--- src/rtl/glb_arbiter_if.sv ---
// Bus bundle between the GLB arbiter, its read/write clients and the GLB macro.
// The arbiter takes the slave modport; clients and the GLB model take the master modport.
interface glb_arbiter_if #(
    parameter int NUM_RD     = 4,
    parameter int NUM_WR     = 2,
    parameter int ADDR_WIDTH = 32,
    parameter int LEN_WIDTH  = 8,
    parameter int DATA_WIDTH = 32
);
    localparam int ID_W = $clog2(NUM_RD);

    logic [NUM_RD-1:0]            rd_req_valid;
    logic [NUM_RD*ADDR_WIDTH-1:0] rd_req_addr;
    logic [NUM_RD*LEN_WIDTH-1:0]  rd_req_len;
    logic [NUM_RD-1:0]            rd_req_ready;
    logic                         rd_rsp_valid;
    logic [ID_W-1:0]              rd_rsp_id;
    logic [DATA_WIDTH-1:0]        rd_rsp_data;
    logic                         rd_rsp_last;
    logic [NUM_WR-1:0]            wr_valid;
    logic [NUM_WR*ADDR_WIDTH-1:0] wr_addr;
    logic [NUM_WR*DATA_WIDTH-1:0] wr_data;
    logic [NUM_WR-1:0]            wr_ready;
    logic                         glb_re;
    logic [ADDR_WIDTH-1:0]        glb_r_addr;
    logic [DATA_WIDTH-1:0]        glb_dout;
    logic                         glb_we;
    logic [ADDR_WIDTH-1:0]        glb_w_addr;
    logic [DATA_WIDTH-1:0]        glb_din;

    modport slave (
        input  rd_req_valid, rd_req_addr, rd_req_len, wr_valid, wr_addr, wr_data, glb_dout,
        output rd_req_ready, rd_rsp_valid, rd_rsp_id, rd_rsp_data, rd_rsp_last, wr_ready,
               glb_re, glb_r_addr, glb_we, glb_w_addr, glb_din
    );

    modport master (
        output rd_req_valid, rd_req_addr, rd_req_len, wr_valid, wr_addr, wr_data, glb_dout,
        input  rd_req_ready, rd_rsp_valid, rd_rsp_id, rd_rsp_data, rd_rsp_last, wr_ready,
               glb_re, glb_r_addr, glb_we, glb_w_addr, glb_din
    );
endinterface

--- src/rtl/glb_arbiter.sv ---
// Round-robin arbiter for the GLB: burst reads sequenced one word per cycle,
// single-word writes granted per cycle. Read and write sides run independently.
module glb_arbiter #(
    parameter int NUM_RD     = 4,
    parameter int NUM_WR     = 2,
    parameter int ADDR_WIDTH = 32,
    parameter int LEN_WIDTH  = 8,
    parameter int DATA_WIDTH = 32
) (
    input logic          clk,
    input logic          rst,
    glb_arbiter_if.slave bus
);
    // state | meaning
    // IDLE  | waiting for a read request; grants and latches it, no GLB read issued
    // BURST | one glb_re per cycle at the latched address until the word count runs out
    localparam int ID_W  = $clog2(NUM_RD);
    localparam int WID_W = $clog2(NUM_WR);

    typedef enum logic {IDLE, BURST} rd_state_e;

    rd_state_e             state_q, state_d;
    logic [ID_W-1:0]       rd_ptr_q, rd_ptr_d, rd_id_q, rd_id_d;
    logic [ADDR_WIDTH-1:0] rd_addr_q, rd_addr_d;
    logic [LEN_WIDTH-1:0]  rd_cnt_q, rd_cnt_d;
    logic                  rsp_valid_q, rsp_last_q;
    logic [ID_W-1:0]       rsp_id_q;
    logic [WID_W-1:0]      wr_ptr_q;
    logic                  we_q;
    logic [ADDR_WIDTH-1:0] w_addr_q;
    logic [DATA_WIDTH-1:0] din_q;

    logic                  rd_found, wr_found, re_c, last_c;
    logic [ID_W-1:0]       rd_gnt;
    logic [WID_W-1:0]      wr_gnt;
    logic [NUM_RD-1:0]     rd_ready_c;
    logic [NUM_WR-1:0]     wr_ready_c;

    // First valid client at or after the pointer, wrapping without needing a power-of-two count.
    always_comb begin : rd_pick
        logic [ID_W:0] sum;
        rd_found = 1'b0;
        rd_gnt   = '0;
        sum      = '0;
        for (int i = 0; i < NUM_RD; i++) begin
            sum = {1'b0, rd_ptr_q} + (ID_W+1)'(i);
            if (sum >= (ID_W+1)'(NUM_RD)) sum = sum - (ID_W+1)'(NUM_RD);
            if (!rd_found && bus.rd_req_valid[sum[ID_W-1:0]]) begin
                rd_found = 1'b1;
                rd_gnt   = sum[ID_W-1:0];
            end
        end
    end

    always_comb begin : wr_pick
        logic [WID_W:0] sum;
        wr_found = 1'b0;
        wr_gnt   = '0;
        sum      = '0;
        for (int i = 0; i < NUM_WR; i++) begin
            sum = {1'b0, wr_ptr_q} + (WID_W+1)'(i);
            if (sum >= (WID_W+1)'(NUM_WR)) sum = sum - (WID_W+1)'(NUM_WR);
            if (!wr_found && bus.wr_valid[sum[WID_W-1:0]]) begin
                wr_found = 1'b1;
                wr_gnt   = sum[WID_W-1:0];
            end
        end
        wr_ready_c = '0;
        if (wr_found) wr_ready_c[wr_gnt] = 1'b1;
    end

    always_comb begin : rd_fsm
        state_d    = state_q;
        rd_ptr_d   = rd_ptr_q;
        rd_id_d    = rd_id_q;
        rd_addr_d  = rd_addr_q;
        rd_cnt_d   = rd_cnt_q;
        rd_ready_c = '0;
        re_c       = 1'b0;
        last_c     = 1'b0;
        case (state_q)
            IDLE: begin
                if (rd_found) begin
                    rd_ready_c[rd_gnt] = 1'b1;
                    rd_id_d   = rd_gnt;
                    rd_addr_d = bus.rd_req_addr[rd_gnt*ADDR_WIDTH +: ADDR_WIDTH];
                    rd_cnt_d  = bus.rd_req_len[rd_gnt*LEN_WIDTH +: LEN_WIDTH];
                    rd_ptr_d  = (rd_gnt == ID_W'(NUM_RD-1)) ? '0 : rd_gnt + 1'b1;
                    state_d   = BURST;
                end
            end
            BURST: begin
                re_c      = 1'b1;
                rd_addr_d = rd_addr_q + ADDR_WIDTH'(4);
                if (rd_cnt_q == '0) begin
                    last_c  = 1'b1;
                    state_d = IDLE;
                end else begin
                    rd_cnt_d = rd_cnt_q - 1'b1;
                end
            end
            default: state_d = IDLE;
        endcase
    end

    always_ff @(posedge clk) begin
        if (rst) begin
            state_q     <= IDLE;
            rd_ptr_q    <= '0;
            rd_id_q     <= '0;
            rd_addr_q   <= '0;
            rd_cnt_q    <= '0;
            rsp_valid_q <= 1'b0;
            rsp_last_q  <= 1'b0;
            rsp_id_q    <= '0;
            wr_ptr_q    <= '0;
            we_q        <= 1'b0;
            w_addr_q    <= '0;
            din_q       <= '0;
        end else begin
            state_q     <= state_d;
            rd_ptr_q    <= rd_ptr_d;
            rd_id_q     <= rd_id_d;
            rd_addr_q   <= rd_addr_d;
            rd_cnt_q    <= rd_cnt_d;
            rsp_valid_q <= re_c;
            rsp_last_q  <= last_c;
            rsp_id_q    <= rd_id_q;
            we_q        <= wr_found;
            if (wr_found) begin
                w_addr_q <= bus.wr_addr[wr_gnt*ADDR_WIDTH +: ADDR_WIDTH];
                din_q    <= bus.wr_data[wr_gnt*DATA_WIDTH +: DATA_WIDTH];
                wr_ptr_q <= (wr_gnt == WID_W'(NUM_WR-1)) ? '0 : wr_gnt + 1'b1;
            end
        end
    end

    // Combinational outputs are held low while rst is asserted so a mid-burst reset stops reads at once.
    assign bus.rd_req_ready = rst ? '0 : rd_ready_c;
    assign bus.wr_ready     = rst ? '0 : wr_ready_c;
    assign bus.glb_re       = re_c & ~rst;
    assign bus.glb_r_addr   = rst ? '0 : rd_addr_q;
    assign bus.rd_rsp_valid = rsp_valid_q;
    assign bus.rd_rsp_id    = rsp_id_q;
    assign bus.rd_rsp_last  = rsp_last_q;
    assign bus.rd_rsp_data  = bus.glb_dout;
    assign bus.glb_we       = we_q;
    assign bus.glb_w_addr   = w_addr_q;
    assign bus.glb_din      = din_q;
endmodule

--- src/flat_wrapper.sv ---
// flat-port wrapper written by rule: the top's interface ports become plain ports
module glb_arbiter_flat 
#(
    parameter int NUM_RD     = 4,
    parameter int NUM_WR     = 2,
    parameter int ADDR_WIDTH = 32,
    parameter int LEN_WIDTH  = 8,
    parameter int DATA_WIDTH = 32
)
  (clk, rst, bus_rd_req_valid, bus_rd_req_addr, bus_rd_req_len, bus_wr_valid, bus_wr_addr, bus_wr_data, bus_glb_dout, bus_rd_req_ready, bus_rd_rsp_valid, bus_rd_rsp_id, bus_rd_rsp_data, bus_rd_rsp_last, bus_wr_ready, bus_glb_re, bus_glb_r_addr, bus_glb_we, bus_glb_w_addr, bus_glb_din);
  glb_arbiter_if #(.NUM_RD(NUM_RD), .NUM_WR(NUM_WR), .ADDR_WIDTH(ADDR_WIDTH), .LEN_WIDTH(LEN_WIDTH), .DATA_WIDTH(DATA_WIDTH)) bus_i ();
  input logic clk;
  input logic rst;
  input wire logic [$bits(bus_i.rd_req_valid)-1:0] bus_rd_req_valid;
  input wire logic [$bits(bus_i.rd_req_addr)-1:0] bus_rd_req_addr;
  input wire logic [$bits(bus_i.rd_req_len)-1:0] bus_rd_req_len;
  input wire logic [$bits(bus_i.wr_valid)-1:0] bus_wr_valid;
  input wire logic [$bits(bus_i.wr_addr)-1:0] bus_wr_addr;
  input wire logic [$bits(bus_i.wr_data)-1:0] bus_wr_data;
  input wire logic [$bits(bus_i.glb_dout)-1:0] bus_glb_dout;
  output wire logic [$bits(bus_i.rd_req_ready)-1:0] bus_rd_req_ready;
  output wire logic [$bits(bus_i.rd_rsp_valid)-1:0] bus_rd_rsp_valid;
  output wire logic [$bits(bus_i.rd_rsp_id)-1:0] bus_rd_rsp_id;
  output wire logic [$bits(bus_i.rd_rsp_data)-1:0] bus_rd_rsp_data;
  output wire logic [$bits(bus_i.rd_rsp_last)-1:0] bus_rd_rsp_last;
  output wire logic [$bits(bus_i.wr_ready)-1:0] bus_wr_ready;
  output wire logic [$bits(bus_i.glb_re)-1:0] bus_glb_re;
  output wire logic [$bits(bus_i.glb_r_addr)-1:0] bus_glb_r_addr;
  output wire logic [$bits(bus_i.glb_we)-1:0] bus_glb_we;
  output wire logic [$bits(bus_i.glb_w_addr)-1:0] bus_glb_w_addr;
  output wire logic [$bits(bus_i.glb_din)-1:0] bus_glb_din;
  assign bus_i.rd_req_valid = bus_rd_req_valid;
  assign bus_i.rd_req_addr = bus_rd_req_addr;
  assign bus_i.rd_req_len = bus_rd_req_len;
  assign bus_i.wr_valid = bus_wr_valid;
  assign bus_i.wr_addr = bus_wr_addr;
  assign bus_i.wr_data = bus_wr_data;
  assign bus_i.glb_dout = bus_glb_dout;
  assign bus_rd_req_ready = bus_i.rd_req_ready;
  assign bus_rd_rsp_valid = bus_i.rd_rsp_valid;
  assign bus_rd_rsp_id = bus_i.rd_rsp_id;
  assign bus_rd_rsp_data = bus_i.rd_rsp_data;
  assign bus_rd_rsp_last = bus_i.rd_rsp_last;
  assign bus_wr_ready = bus_i.wr_ready;
  assign bus_glb_re = bus_i.glb_re;
  assign bus_glb_r_addr = bus_i.glb_r_addr;
  assign bus_glb_we = bus_i.glb_we;
  assign bus_glb_w_addr = bus_i.glb_w_addr;
  assign bus_glb_din = bus_i.glb_din;
  glb_arbiter #(.NUM_RD(NUM_RD), .NUM_WR(NUM_WR), .ADDR_WIDTH(ADDR_WIDTH), .LEN_WIDTH(LEN_WIDTH), .DATA_WIDTH(DATA_WIDTH)) u_core (.clk(clk), .rst(rst), .bus(bus_i));
endmodule
--- config.mk ---
export PLATFORM = sky130hd
export DESIGN_NAME = glb_arbiter_flat
export DESIGN_NICKNAME = d
export VERILOG_FILES = /design/src/rtl/glb_arbiter_if.sv /design/src/rtl/glb_arbiter.sv /design/src/flat_wrapper.sv
export SDC_FILE = /design/constraint.sdc
export NUM_CORES = 1
export LEC_CHECK = 0
export CORE_AREA = 4 4 179 181
export DETAILED_ROUTE_END_ITERATION = 10
export DIE_AREA = 0 0 183 185
export SYNTH_ARGS = -nofsm -noshare
export SYNTH_HDL_FRONTEND = slang
export SYNTH_SLANG_ARGS = --single-unit
--- constraint.sdc ---
create_clock -name clk -period 3.1 [get_ports clk]
set_input_delay 0.93 -clock clk [delete_from_list [all_inputs] [get_ports clk]]
set_output_delay 0.93 -clock clk [all_outputs]
set_load 0.1 [all_outputs]
* Word-level counts from Yosys, hierarchy flattened *
Cells that the tools add are included.

storage, ports and cells
  register bits after elaboration = 115
  output and inout bits = 140

operators by class
  mux-type cells = 52
  bitwise operators = 3
  add/sub/neg operators = 14
  reduce and logical (&&, ||, !) cells = 14
  shift operators = 4
  magnitude comparators = 16
  equality and inequality tests = 3

operators by type and width
  kind                     count
  $shiftx A128 B8 Y32      1
  $shiftx A64 B7 Y32       2
  $mux W32                 2
  $pmux W32 S2             1
  $add A32 B3 Y32 const B  1
  $shiftx A32 B6 Y8        1
  $mux W1                  25
  $mux W2                  11
  $mux W8                  2
  $pmux W8 S2              1
  $lt A2 B3 Y1 const B     5
  $mux W4                  3
  $ge A3 B3 Y1 const B     3
  $bmux W1 S2              4
  $logic_not A8 Y1         1
  $sub A2 B1 Y2 const B    4
  $sub A8 B1 Y8 const B    1
  $add A2 B2 Y3 const B    2
  $logic_and A1 B1 Y1      6
  $lt A1 B2 Y1 const B     3
  $logic_not A1 Y1         4
  $reduce_and A2 Y1        2
  $add A2 B1 Y3 const B    1
  $ge A2 B3 Y1 const B     1
  17 further kinds         19

* Depth between registers and ports, before layout *
Gate-level depths: netlist of run 1.

  depth after elaboration = 21
  gate-level depth with buffers = 10
  mapped depth without buffers = 8

* Worst setup path after synthesis of run 1 *
Ideal clock, no wire load.

  kind = input to output
  start point = input port bus_rd_req_valid[2]
  end point = output port bus_rd_req_ready[1]
  arrival = 4822 ps
  path buffers = 3
  slack = -2652 ps
  cell stages on the path = 7
  cell sequence = mux2i_1 > nor2_1 > or3_1 > buf_2 > buf_2 > buf_2 > nor4_1

between the ends
  cells in the longest elaborated chain, start to end = 19
  elaborated cells on any way between the ends = 30
  classes of those cells = order compare: 2; mux: 21; reduce/logical: 7

ends and longest elaborated chain
  element                                                                    line                text
  start: declaration                                                         flat_wrapper.sv:14  input wire logic [$bits(bus_i.rd_req_valid)-1:0] bus_rd_req_valid;
  $bmux W1 S2                                                                glb_arbiter.sv:48   if (!rd_found && bus.rd_req_valid[sum[ID_W-1:0]]) begin
  $mux W1 (not written as such)                                              glb_arbiter.sv:48
  $mux W1                                                                    glb_arbiter.sv:48
  $logic_not A1 Y1                                                           glb_arbiter.sv:48
  $logic_and A1 B1 Y1                                                        glb_arbiter.sv:48
  $mux W1                                                                    glb_arbiter.sv:48
  $logic_not A1 Y1                                                           glb_arbiter.sv:48
  $logic_and A1 B1 Y1                                                        glb_arbiter.sv:48
  (+3 left out)                                                              n/a
  $mux W2                                                                    glb_arbiter.sv:48
  $lt A2 B3 Y1 (not written as such) / $ge A2 B1 Y1 (equally long branches)  glb_arbiter.sv:84   rd_ready_c[rd_gnt] = 1'b1;
  $logic_and A1 B1 Y1 (not written as such)                                  glb_arbiter.sv:84
  $mux W1 (not written as such)                                              glb_arbiter.sv:84
  $demux W1 S2                                                               n/a
  $mux W4 *                                                                  glb_arbiter.sv:83   if (rd_found) begin
  $mux W4 *                                                                  glb_arbiter.sv:81   case (state_q)
  $mux W4 *                                                                  glb_arbiter.sv:139  assign bus.rd_req_ready = rst ? '0 : rd_ready_c;
  end: declaration                                                           flat_wrapper.sv:21  output wire logic [$bits(bus_i.rd_req_ready)-1:0] bus_rd_req_ready;

Every way passes the cells marked *; elsewhere a longest branch is shown, timed or not. The select of a mux whose other input is x is not followed.

* Worst setup path in the final report of run 1 *
  start point = input port bus_rd_req_valid[2]
  end point = output port bus_rd_req_ready[3]

Same word-level chain as after synthesis.

==> metrics list, run 1 <==
- In this run the tool buffered the top-level ports with between 400 and 500 buffer cells.
- Minimum setup slack in the final design: -0.0606 ns
* Max-slew headroom at the worst pin: 20.9%
- In this run the register-to-register setup slack is 0.59 ns.
* Yosys warning count: 0
* Detailed Route WL: about 33000 um
* Final-report hold violation count: 0
- Post-Route Skew: 0.0115 ns
- The first global-routing pass estimated 47500 um of wire.
- For the worst flop-to-flop path, the logic depth is 8.
- List of most frequent post-synthesis cells: 160 x nand2_1, 115 x dfxtp_1, 77 x o21ai_0, 65 x mux2i_1, 50 x and3_1
- Number of sinks driven by the clock tree: 115
* Power density over the cells: 550 nW/um^2
* Antenna violations before repair: 1
- Clock latency at the later pin of the worst-skew pair: about 0.41 ns
* Core Util, Final: 41.5%
- Pin count of the biggest net entering global routing: just under 70
* Worst hold path class: register to register
- Data arrives at the worst endpoint at 2.23 ns.
- In this run the critical register-to-register path is captured at u_core.rd_addr_q[9].
- The root buffer cell chosen for the clock tree is clkbuf_16.
* Weighted congestion at the end of routability-driven global placement: about 0.86
- Global routing met2 resource utilization: 31.4%
- Dominant cell by count in the synthesized netlist: nand2_1
- # nets final: around 1600
- Net count after synthesis: 1236
* Number of search-and-repair iterations in the first detailed-routing pass: 5
- Worst r2r src: u_core.rd_ptr_q[1]
* Static power due to leakage: about 0.0052 uW
- Period minus WS final: 3.16 ns
* CTS tree: yes
- The tool flagged a number of max-cap violations equal to 0.
* Highest clock frequency the design can meet: around 320 MHz
* Unique masters post-synth: 66
- Launching element type of the critical path: input port
- GR Util met1: 20.9%
- Least-Margin Pin Slew: 1.18 ns
- After detailed routing, the number of remaining DRC violations is 0.
* Deepest clock path buffer count: 2
* Critical Path Start: bus_rd_req_valid[2]
- Die Span X: 183 um
- After synthesis the netlist holds a flip-flop and latch count of between 100 and 150.
- Global routing consumed, on the met3 layer, 5.70% of the routing resources.
* Design Area, Final: ~13000 um^2
- In this run the number of H-tree levels came out at 4.
* Antenna cells: 0
- The floorplan has 64 rows.
* WL per Instance: 19.5 um
- After synthesis, the share of flip-flops with an asynchronous set or reset is 0%.
* Peak supply drop: 0.000306 V
- Cell type with the largest total area after synthesis: dfxtp_1
* RSZ-0062 raised after global routing: true
- After filler insertion, the fill cell instance count of the layout stands at around 3000.
- Detailed Place HPWL: 25300 um
- After synthesis the cells add up to 7130 um^2.
- For this run, the leading register cell type out of synthesis is dfxtp_1.
- Counting the buffers created by CTS gives 17.
- Final global-route overflow total: 0
- Post-synthesis sequential area ratio: 32.3%
- Setup violations remaining at the end of the flow were counted as 3.
- Number of nets with antenna violations after routing: 0
* Summed negative setup slack over all endpoints: -0.152 ns
- After synthesis, the largest area contributor takes up 32.3% of total cell area.
- At the worst endpoint, the required time is roughly 2.2 ns.
- Total of hold buffers inserted after clock tree synthesis: 0
- In this run the mean area of a mapped cell was 7.89 um^2.
- Yosys mapped a number of flops with a built-in enable equal to 0.
- Vias per std cell: approximately 4.9
- The die is 185 um tall.
- Final worst-path cycle share: 102%
- The die covers 33900 um^2.
* Start-to-end type of the worst setup path: input port to output port
- Starting density of the core: 23.4%
- In this run the most used layer during global routing was met2.
* Count of boundary I/O pins: 468
- Synthesis produced 904 cells.
- The detailed router finished its first iteration with 369 violations.
- After detailed placement, the total cell area comes to between 10000 and 15000 um^2.
- Violated checks: setup timing
- Ranking of synthesized cells by area: dfxtp_1 32%, mux2i_1 9.1%, nand2_1 8.4%
- The number of pins with negative max-slew slack in the final report came to 0.
- Via total after detailed routing: between 8000 and 9000
* Worst setup path endpoint: bus_rd_req_ready[3]
- Top fanout value on the critical path: 4
- Area of the core region: 30400 um^2
- Layout cells sized above 1: 20.7%
- The run finished, with violations left.
- After clock tree synthesis, the clock-pin slew on the worst setup and hold paths is about 0.06 ns.
- The via count of the first global-routing pass was 8092.
* Layout overhead on the synthesized area: 77.2%
* CP endpoint kind: output port
* Aggregate global-route resource usage: 17.9%
## flip-flops by register name, indices dropped and copies added (netlist names)
signal                   count
u_core.bus.glb_w_addr       32
u_core.wr_ptr_q              1
u_core.bus.glb_din          32
u_core.bus.rd_rsp_last       1
u_core.rd_ptr_q              2
u_core.rd_cnt_q              8
u_core.bus.glb_we            1
u_core.state_q               1
u_core.rd_id_q               2
u_core.bus.rd_rsp_valid      1
u_core.rd_addr_q            32
u_core.bus.rd_rsp_id         2
## through the flow
stage               total power [uW]  setup slack (ns)  hold slack [ns]  cells
floorplan                       3840            -0.771            0.427    904
global placement                4740            -0.611            0.435   1635
detailed placement              4760            -0.655            0.449   1635
CTS                             7010            -0.145            0.458   1668
global route                    7250           -0.0910            0.474   1670
finish                          6950           -0.0606            0.456   1670
## cell usage in the layout (no fill, tap or decap), types with 24 or more instances in the layout
master and count:
nand2_1 159, buf_12 45, a21oi_1 36, o21ai_0 77, buf_4 107, clkdlybuf4s50_1 289, mux2i_1 65, and3_1 50
a211oi_1 48, a311o_1 24, dfxtp_1 115
## kinds of logic (layout without fill, tap and decap cells)
group | count (synthesis) | in the layout | synth area share, %
AND/OR/NAND/NOR | 332 | 332 | 23.4
XOR/XNOR | 5 | 5 | 0.614
adder cells (fa/ha/maj) | 4 | 4 | 0.702
buffers and inverters | 124 | 494 | 9.02
multiplexers | 65 | 65 | 9.12
flip-flops | 115 | 115 | 32.3
AO/OA/AOI/OAI | 259 | 259 | 24.9
## layout make-up
cell class	count	area (um^2)	share of cell area, %
Sequential cell	115	2300	18.2
Inverter	12	55.1	0.436
Timing Repair Buffer	450	4690	37.1
Clock inverter	15	219	1.73
Multi-Input combinational cell	665	4450	35.2
Tap cell	396	495	3.92
Clock buffer	17	425	3.37
## worst min-delay path by stage
stage,depth (start not counted),end,from,slack [ns]
after CTS,2,u_core.rd_addr_q[0],u_core.rd_addr_q[0],0.46
after detailed placement,2,u_core.bus.glb_w_addr[26],u_core.bus.glb_w_addr[26],0.45
after global routing,1,u_core.bus.rd_rsp_id[1],u_core.rd_id_q[1],0.47
after floorplan,1,u_core.wr_ptr_q,u_core.wr_ptr_q,0.43
after global placement,2,u_core.bus.glb_din[25],u_core.bus.glb_din[25],0.43
final,2,u_core.rd_addr_q[0],u_core.rd_addr_q[0],0.46
## timing repair
action / CTS / global route
endpoints found under the setup margin: 6 / 6
pin swaps: 6 / 9
buffers inserted: 1 / 3
endpoints found under the hold margin: 0 / 0
resized for setup: 24 / 9
## layer usage
layer | routed length, um | part of all wire, %
met2 | 15900 | 49
met1 | 12800 | 39
met4 | 743 | 2.3
met3 | 3160 | 9.7
met5 | 0 | 0
## power breakdown
| group | internal, uW | leakage, uW | switching (uW) | total, uW |
|---|---|---|---|---|
| Clock | 1380 | 0.000316 | 824 | 2200 |
| Combinational | 1140 | 0.00390 | 1780 | 2910 |
| Sequential | 1650 | 0.000954 | 183 | 1840 |
## critical path, stage by stage
cell	delay, ns
buf_8	0.10
mux2i_1	0.16
nor2_1	0.07
or3_4	0.37
inv_4	0.08
ha_4	0.12
nor3b_4	0.21
buf_12	0.20
Note: power is estimated with default switching activity, not from simulation.
==> run 2, diff against run 1 <==
Clock period 3.1 ns to 3.6 ns, I/O delays scaled along.
==> metrics list, run 2 (synthesis results as in run 1) <==
- For the worst setup path, the data required time is roughly 2.5 ns.
* Critical path, cell by cell: dlygate4sd2_1 -> buf_4 -> o21bai_2 -> nand2_4 -> buf_6 -> nor4_4 -> buf_12
* Number of sinks driven by the clock tree: about 120
* Weighted congestion at the end of routability-driven global placement: 0.832
- Depth of the worst register-to-register path: 9
- Area of the core region: ~30000 um^2
- No sink is reached through more buffers than the 2 on the longest clock path.
- Number of search-and-repair iterations in the first detailed-routing pass: 5
* Pin count of the biggest net entering global routing: 75
* Worst path buffer plus inverter count: 4
- Peak supply drop: 0.000217 V
* Clock buffers created by TritonCTS: 17
- Leading cell type in the layout, fill and taps excluded: clkdlybuf4s50_1
- For the final routed database, the setup TNS stands at 0 ns.
- 0 antenna diodes ended up in the layout.
- The net count of the finished layout is between 1500 and 2000.
* Minimum setup slack in the final design: 0.0424 ns
- Headroom to the max-slew limit came out at between 20% and 30%.
- Overall die area: between 30000 and 40000 um^2
- Antenna violations before repair: 0
- Hold path cells: 2
* Start-to-end type of the worst setup path: input port to output port
- Dividing the detail-routed wire length by the instance count gives 19.2 um.
- For the pin with the worst max-slew slack, the measured transition is 1.13 ns.
- Dividing the final minimum period by the clock period gives 98.8%.
- Across the run, the number of max-cap violations was 0.
- The number of pins with negative max-slew slack in the final report came to 0.
* Worst hold path class: register to register
- Across all register-to-register paths, the minimum setup slack is 1.15 ns.
- Number of H-tree branching levels: 4
* Cell family with the largest share of critical-path delay: buffers and inverters
- Setup violations remaining at the end of the flow were counted as 0.
- Root buffer cell: clkbuf_16
- Vias in the first global route: ~8000
- Port buffering added between 400 and 500 buffers.
- Launching element type of the critical path: input port
- Worst r2r src: u_core.rd_ptr_q[1]
* Final-report hold violation count: 0
- End of the worst register-to-register path: u_core.rd_addr_q[4]
- In this run the most critical hold path is launched from u_core.rd_addr_q[1].
* Standard-cell row count: 64
- Result of the run: complete, no violations
* Highest clock frequency the design can meet: 281 MHz
- In this run the static leakage power is 0.00505 uW.
- The clock period could shrink to 3.56 ns.
* Layout overhead on the synthesized area: 73.8%
- The clock arrives with about 0.008 ns of skew.
- Slowest stage cell on the critical path: nor4_4
- Wire length of the first global-routing pass: 46700 um
- RSZ-0062 raised after global routing: true
* Detailed Place HPWL: roughly 25000 um
- Most frequent cells in the layout: 290 x clkdlybuf4s50_1, 160 x nand2_1, 115 x dfxtp_1
* Maximum single-stage delay on the critical path: 0.30 ns
* Final global-route overflow total: 0
* CP endpoint kind: output port
- The initial utilization of the core area, before any placement, comes to 23.4%.
- Die Y: 185 um
- Via total after detailed routing: 8078
* CTS clk-pin slew, worst paths: 0.06 ns
* WP data arrival: 2.48 ns
- Count of boundary I/O pins: 468
- Top fanout value on the critical path: 8
- The detail route stage leaves a number of antenna-violating nets equal to 0.
* Die Span X: ~180 um
* Clock latency at the later pin of the worst-skew pair: 0.40 ns
* Vias per std cell: 4.87
* Hold Crit Endpoint: u_core.rd_addr_q[1]
- Aggregate global-route resource usage: between 10% and 20%
* Detailed Route WL: 31800 um
- CTS tree: yes
- Power spread over the standard cell area amounts to 466 nW/um^2.
- For this run, design rule violations remaining after detail routing come to 0.
- Post-place setup slack: -0.406 ns
- # fillers: 3063
- Total of hold buffers inserted after clock tree synthesis: 0
* Layout cells sized above 1: 19.7%
- Number of violations reported at the end of detailed-routing iteration 0: 345
[run 2: cell count changes in the layout (fill, tap and decap cells not counted), sizes merged]
cell / before / now
clkinvlp: 0 / 1
clkinv: 4 / 8
clkdlybuf4s15: 0 / 1
dlymetal6s2s: 1 / 0
buf: 159 / 147
inv: 19 / 15
bufinv: 4 / 2
clkdlybuf4s50: 289 / 290
dlygate4sd2: 0 / 1
[run 2: power breakdown]
part	total (uW)	switching (uW)	leakage, uW	internal [uW]
logic	2460	1510	0.00381	946
clock network	1740	693	0.000291	1050
registers	1570	149	0.000954	1420
[run 2: worst reg2reg max path, cell delays in order, from the launching register on]
cell and delay, ns:
dfxtp_1 0.42, nand2_1 0.11, a221o_2 0.40, nand2_4 0.10
buf_6 0.15, buf_12 0.28, a211oi_1 0.17, a311oi_1 0.46
buf_4 0.19, o21ba_2 0.13
[run 2: worst max path at each step]
stage | start | to | slack (ns) | depth (start not counted)
detailed placement | bus_rd_req_valid[2] | bus_rd_req_ready[3] | -0.41 | 8
global route | bus_rd_req_valid[1] | bus_rd_req_ready[2] | -0.01 | 7
floorplan | bus_rd_req_valid[2] | bus_rd_req_ready[1] | -0.57 | 7
finish | bus_rd_req_valid[1] | bus_rd_req_ready[2] | 0.04 | 7
global placement | bus_rd_req_valid[2] | bus_rd_req_ready[1] | -0.39 | 7
CTS | bus_rd_req_valid[2] | bus_rd_req_ready[1] | 0.01 | 8
[run 2: metrics by stage]
step                cell area [um^2]  hold WS, ns  cells  power, uW  utilization [%]
floorplan                       7320        0.427    904       3290                -
global placement               11700        0.434   1624       4030             38.6
detailed placement             11700        0.443   1624       4040             38.6
CTS                            12400        0.453   1659       5820             40.7
global route                   12400        0.482   1659       6020             40.7
finish                         12400        0.451   1659       5770             40.7
[run 2: repair_timing]
action	in CTS	in global routing
cloned	0	0
gates resized for setup	18	4
buffers inserted	4	0
pin swaps	7	4
setup endpoints to repair	4	2
[run 2: area by class of cell]
cell class / instances / area, um^2 / share of cell area, %
Multi-Input combinational cell: 665 / 4380 / 35.3
Clock inverter: 14 / 153 / 1.23
Tap cell: 396 / 495 / 4.00
Inverter: 12 / 52.6 / 0.424
Timing Repair Buffer: 439 / 4580 / 36.9
Sequential cell: 115 / 2300 / 18.6
Clock buffer: 18 / 439 / 3.54
[run 2: metal layers]
layer,vias to the layer above,wire length [um],GRT usage (%)
li1,3938,-,-
met1,3753,12500,20.3
met2,364,15600,31.0
met3,23,3260,6.13
met4,0,389,4.17
met5,-,0,0
